### src/rtl/uart_rx_deframer.sv
// uart_rx_deframer: UART receiver with mid-bit sampling and a valid/ready byte output.
// Reports framing errors and overrun. Define UART_RX_PARITY_EN to add an even-parity bit.
module uart_rx_deframer #(
    parameter int unsigned CLKS_PER_BIT = 434,
    parameter int unsigned BITS_N       = 8
) (
    input  logic              clk,
    input  logic              rst_n,
    input  logic              uart_in,
    output logic [BITS_N-1:0] data_rx,
    output logic              valid,
    input  logic              ready,
    output logic              frame_err,
    output logic              parity_err,
    output logic              overrun,
    input  logic              err_clr
);

    localparam int unsigned      CYC_W    = $clog2(CLKS_PER_BIT);
    localparam int unsigned      BIT_W    = $clog2(BITS_N + 1);
    localparam logic [CYC_W-1:0] CYC_HALF = CYC_W'((CLKS_PER_BIT - 1) / 2);
    localparam logic [CYC_W-1:0] CYC_LAST = CYC_W'(CLKS_PER_BIT - 1);
    localparam logic [BIT_W-1:0] BIT_LAST = BIT_W'(BITS_N - 1);

    typedef enum logic [2:0] {
        IDLE, START, DATA, PARITY, STOP, WAIT_IDLE
    } state_t;

    logic              rx_meta, rx_s;
    state_t            state_q, state_d;
    logic [CYC_W-1:0]  cyc_q, cyc_d;
    logic [BIT_W-1:0]  bit_q, bit_d;
    logic [BITS_N-1:0] shift_q, shift_d;
    logic [BITS_N-1:0] data_d;
    logic              valid_d, frame_err_d, overrun_d, parity_err_d;
    logic              deliver;
`ifdef UART_RX_PARITY_EN
    logic              par_q, par_d;
`endif

    // Next-state and next-output logic
    always_comb begin
        state_d      = state_q;
        cyc_d        = cyc_q;
        bit_d        = bit_q;
        shift_d      = shift_q;
        data_d       = data_rx;
        valid_d      = valid;
        frame_err_d  = 1'b0;
        parity_err_d = 1'b0;
        overrun_d    = overrun;
        deliver      = 1'b0;
`ifdef UART_RX_PARITY_EN
        par_d        = par_q;
`endif

        if (valid && ready) valid_d = 1'b0;
        if (err_clr)        overrun_d = 1'b0;

        case (state_q)
            IDLE: begin
                if (!rx_s) begin
                    state_d = START;
                    cyc_d   = '0;
                end
            end
            START: begin
                if (cyc_q == CYC_HALF) begin
                    cyc_d = '0;
                    bit_d = '0;
                    state_d = rx_s ? IDLE : DATA;
                end else begin
                    cyc_d = cyc_q + CYC_W'(1);
                end
            end
            DATA: begin
                if (cyc_q == CYC_LAST) begin
                    cyc_d   = '0;
                    shift_d = {rx_s, shift_q[BITS_N-1:1]};
                    bit_d   = bit_q + BIT_W'(1);
                    if (bit_q == BIT_LAST) begin
`ifdef UART_RX_PARITY_EN
                        state_d = PARITY;
`else
                        state_d = STOP;
`endif
                    end
                end else begin
                    cyc_d = cyc_q + CYC_W'(1);
                end
            end
`ifdef UART_RX_PARITY_EN
            PARITY: begin
                if (cyc_q == CYC_LAST) begin
                    cyc_d   = '0;
                    par_d   = rx_s;
                    state_d = STOP;
                end else begin
                    cyc_d = cyc_q + CYC_W'(1);
                end
            end
`endif
            STOP: begin
                if (cyc_q == CYC_LAST) begin
                    cyc_d = '0;
`ifdef UART_RX_PARITY_EN
                    parity_err_d = ^{shift_q, par_q};
`endif
                    // A low stop bit may be a break; hold off until the line idles
                    frame_err_d = !rx_s;
                    state_d     = rx_s ? IDLE : WAIT_IDLE;
                    deliver     = rx_s && !parity_err_d;
                end else begin
                    cyc_d = cyc_q + CYC_W'(1);
                end
            end
            WAIT_IDLE: begin
                if (rx_s) state_d = IDLE;
            end
            default: state_d = IDLE;
        endcase

        // Load only into an empty or simultaneously drained holding register
        if (deliver) begin
            if (!valid || ready) begin
                data_d  = shift_q;
                valid_d = 1'b1;
            end else begin
                overrun_d = 1'b1;
            end
        end
    end

    // State, synchronizer and output registers
    always_ff @(posedge clk or negedge rst_n) begin
        if (!rst_n) begin
            rx_meta   <= 1'b1;
            rx_s      <= 1'b1;
            state_q   <= IDLE;
            cyc_q     <= '0;
            bit_q     <= '0;
            shift_q   <= '0;
            data_rx   <= '0;
            valid     <= 1'b0;
            frame_err <= 1'b0;
            overrun   <= 1'b0;
        end else begin
            rx_meta   <= uart_in;
            rx_s      <= rx_meta;
            state_q   <= state_d;
            cyc_q     <= cyc_d;
            bit_q     <= bit_d;
            shift_q   <= shift_d;
            data_rx   <= data_d;
            valid     <= valid_d;
            frame_err <= frame_err_d;
            overrun   <= overrun_d;
        end
    end

`ifdef UART_RX_PARITY_EN
    always_ff @(posedge clk or negedge rst_n) begin
        if (!rst_n) begin
            par_q      <= 1'b0;
            parity_err <= 1'b0;
        end else begin
            par_q      <= par_d;
            parity_err <= parity_err_d;
        end
    end
`else
    assign parity_err = 1'b0;
`endif

endmodule

### config.mk
export PLATFORM = sky130hd
export DESIGN_NAME = uart_rx_deframer
export DESIGN_NICKNAME = d
export VERILOG_FILES = /design/src/rtl/uart_rx_deframer.sv
export SDC_FILE = /design/constraint.sdc
export NUM_CORES = 1
export LEC_CHECK = 0
export BUFFER_PORTS_ARGS = -buffer_cell sky130_fd_sc_hd__buf_4
export CAP_MARGIN = 15
export CORE_MARGIN = 2
export CORE_UTILIZATION = 48
export CTS_CLUSTER_DIAMETER = 60
export DETAILED_ROUTE_END_ITERATION = 10
export HOLD_SLACK_MARGIN = 0.03
export PLACE_DENSITY = 0.67
export SYNTH_ARGS = -nofsm -noshare
export SYNTH_HDL_FRONTEND = slang
export SYNTH_SLANG_ARGS = --single-unit
### constraint.sdc
create_clock -name clk -period 2 [get_ports clk]
set_input_delay 0.3 -clock clk [delete_from_list [all_inputs] [get_ports clk]]
set_output_delay 0.3 -clock clk [all_outputs]
set_load 0.03 [all_outputs]
==> reports/results.txt <==
The synthesized area divided by synthesized cell count was 11.16 um2. The later pin in the worst-skew pair is clocked with a latency of 0.29 ns. Summed over all cells, the static leakage comes to 1.010 nW. Setup-violating endpoint count in the final report: 0.

Clock tree synthesis selected as its root buffer the cell sky130_fd_sc_hd__clkbuf_8. The slowest stage of the critical path is the sky130_fd_sc_hd__dfrtp_1 cell. The type of the worst min-delay path is input pin to flip-flop. Summed over all layers, the global routing overflow is 0. In this run, the number of DRC markers left after iteration 0 of detailed routing was 53.

Port buffering added 15 buffers. Main flop type after synthesis: sky130_fd_sc_hd__dfrtp_1. Clock tree synthesis found a total of 37 sinks. Once layout is complete, the utilization of the core stands at 58.07%.

The clock input transition at the sequential cells of the worst setup and hold paths was 0.07 ns. The critical path goes through inv_1 > ha_1 > and4bb_2 > a41oi_2 > or2_1 > a22o_1. The buffering stage count on the worst path with inverters included came out at 1.

The detailed-route DRC error count was 0; the flip-flop and latch count after synthesis was 37. The cell count after synthesis came out at 166. TritonCTS built the clock tree.

Tracing the worst setup path back leads to its startpoint at cyc_q[0]$_DFFE_PN0P_. In this run the worst setup path terminates at cyc_q[1]$_DFFE_PN0P_. Of all nets on the critical path, the largest fanout is 8.

The first global-routing pass estimated 5954 um of wire. The cell area that synthesis handed to floorplanning was 1853 um2. The tools report the count of pins over their slew limit as 0.

Entering global routing, the biggest net connects 38 pins. After floorplanning, the core was divided into 22 placement rows. The routed design has 3399 um of wire. The number of warnings printed during yosys synthesis is 0, and the via count normalized by instance count is 5.591.

Data arrival time of the critical path: 2.01 ns. Counting flops with a built-in enable in the synthesized netlist gives 0. The wire length per cell works out to 14.46 um. Worst reg2reg path startpoint: cyc_q[0]$_DFFE_PN0P_. The height of the chip was 66.13 um; the top-level port count was 17.

The number of maximum-capacitance violations is 0, and the hold violation total from the final report is 0. The tools report the post-route antenna net violation count as 0. For the finished layout, the period the worst path requires is 1.836 ns. The critical setup path kind was flip-flop to flip-flop. The maximum root-to-sink buffer count came out at 2. The clock tree synthesis step divided the H-tree into 2 levels. The number of nets in the synthesized netlist is 175, and the largest clock skew in the final design is 0.006375 ns. The sequential cell area fraction in the yosys report is 50.10%. The number of clock buffers added by TritonCTS is 5. The run gives 3689 um2 as the core area. The worst setup path is launched from a flip-flop. The area growth from synthesis to layout is 15.60%. Cells with a size suffix above 1 make up 30.48% of the layout.

The pre-antenna-repair detailed-routing pass consisted of 4 iterations. The tools report the endpoint type of the worst setup path as a flip-flop. The critical path runs through a total of 6 cells. Counting flops with an async set or reset pin after synthesis yields a share of 100.0%. In the global route stage, overall resource usage came out at 18.13%. The final critical path takes up 91.82% of the cycle. Measured along the x axis, the die boundary spans 66.13 um. Data on the critical path is required at its endpoint by 2.18 ns.

The run finished with clean final reports. For this design the ratio of total power to cell area is 678.7 nW/um2. Register-to-register path setup slack: 0.16 ns. The tools report the endpoint of the worst register-to-register path as cyc_q[1]$_DFFE_PN0P_.

The highest achievable clock rate was 544.5 MHz; the via total after detailed routing was 1314. The final layout contains 195 nets. Setup repair after global routing left no endpoint under its margin.

The netlist uses 47 different library cells. The post-CTS resize count was 0. The count of cells along the worst register-to-register path came out at 6.

Via count of the first global-routing pass: 1332. The peak supply drop was 0.3808 mV. Summed over all failing endpoints, the final setup total negative slack is 0 ns. Summed over all nets, the half-perimeter wirelength after detailed placement is 2420 um.

The number of antenna cells inserted was 0. Routability-driven placement finished with a final weighted congestion of 0.8150. The logs give 50.24% for the effective utilization at floorplan and 4373 um2 for the area of the die. The number of antenna violations at the first check in global routing is 0, and the stage delay of the slowest cell on the critical path is 0.42 ns.

On the critical path the largest part of the delay comes from simple AND/OR/NAND/NOR gates.
## worst register-to-register path, delay by kind of cell (launching register included)
| family | cells | cell delay, ns |
|---|---|---|
| compound gates | 2 | 0.47 |
| fa+ha+maj | 1 | 0.17 |
| buf+inv | 1 | 0.11 |
| flops | 1 | 0.42 |
| simple gates | 2 | 0.57 |
## placed cells by master, fill, tap and decap left out, drive strengths merged, types with 4 or more instances in the layout
cell    instances
nand2          16
mux2           16
nor2            7
nand3           8
o21ai          11
dfrtp          35
buf            20
o22ai           4
nand4           4
ha              4
inv             5
clkbuf          6
## cell type report
| cell class | count | area (um2) |
|---|---|---|
| well taps | 48 | 60.06 |
| inverters | 5 | 18.77 |
| clock buffers | 6 | 82.58 |
| fillers | 314 | 1546 |
| repair buffers | 21 | 160.2 |
| flip-flops and latches | 37 | 928.4 |
| multi-input cells | 116 | 854.6 |
| clock inverters | 2 | 37.54 |
## registers in the layout, summed over array words and instances (netlist names), 3 cells and up
| register | flops |
|---|---|
| cyc_q | 9 |
| shift_q | 8 |
| data_rx | 8 |
| bit_q | 4 |
| state_q | 3 |
## what timing repair did
action / in CTS / in global routing
hold endpoints to repair: 35 / 0
hold buffers: 1 / 0
buffers inserted: 0 / 0
## layer usage
metal | up-vias | GRT usage [%] | wire length (um)
li1 | 639 | - | -
met1 | 646 | 22.86 | 1550
met2 | 23 | 28.75 | 1660
met3 | 6 | 5.281 | 128
met4 | 0 | 8.163 | 61
met5 | - | 0 | 0
## synth_stat cells (4+ instances only)
cell	count	area, um2
sky130_fd_sc_hd__dfrtp_1	35	875.8
sky130_fd_sc_hd__nand3_1	6	30.03
sky130_fd_sc_hd__o21ai_0	11	55.05
sky130_fd_sc_hd__mux2_2	16	180.2
sky130_fd_sc_hd__nand2_1	16	60.06
sky130_fd_sc_hd__nor2_1	7	26.28
sky130_fd_sc_hd__buf_2	5	25.02
sky130_fd_sc_hd__ha_1	4	50.05
sky130_fd_sc_hd__o22ai_1	4	25.02
sky130_fd_sc_hd__inv_1	5	18.77
## through the flow
step                      area (um2)  instances  hold slack [ns]  total power, mW  setup WS [ns]
after floorplan                 1853        166         0.004409           0.7750         0.3213
after global placement          2012        226           0.2847           0.7959         0.2325
after detailed placement        2012        226           0.2910           0.7964         0.1974
after CTS                       2142        235          0.09850            1.475         0.1751
after global routing            2142        235          0.09874            1.508        0.06281
final                           2142        235           0.1091            1.454         0.1635
## worst min path at each step
| stage | start | to | slack [ns] | cells after the start |
|---|---|---|---|---|
| after floorplan | rst_n | bit_q[0]$_DFFE_PN0P_ | 0.004 | 0 |
| after global placement | rst_n | state_q[0]$_DFFE_PN0P_ | 0.28 | 1 |
| after detailed placement | rst_n | cyc_q[4]$_DFFE_PN0P_ | 0.29 | 1 |
| after CTS | uart_in | rx_meta$_DFF_PN1_ | 0.1 | 1 |
| after global routing | uart_in | rx_meta$_DFF_PN1_ | 0.1 | 1 |
| final | uart_in | rx_meta$_DFF_PN1_ | 0.11 | 1 |
## report_power, final
part / internal [mW] / switching (mW)
Sequential: 0.751 / 0.000824
Clock: 0.405 / 0.266
Combinational: 0.00899 / 0.0210
## cell families (layout without fill, tap and decap cells)
family	count (synthesis)	after routing	synth area share, %
flops	37	37	50.10
buf+inv	13	34	3.781
simple gates	60	60	20.12
fa+ha+maj	4	4	2.701
mux	16	16	9.723
compound gates	33	33	12.42
xor+xnor	2	2	0.9455
other cells	1	1	0.2024
Power figures use the tool's default switching activity.
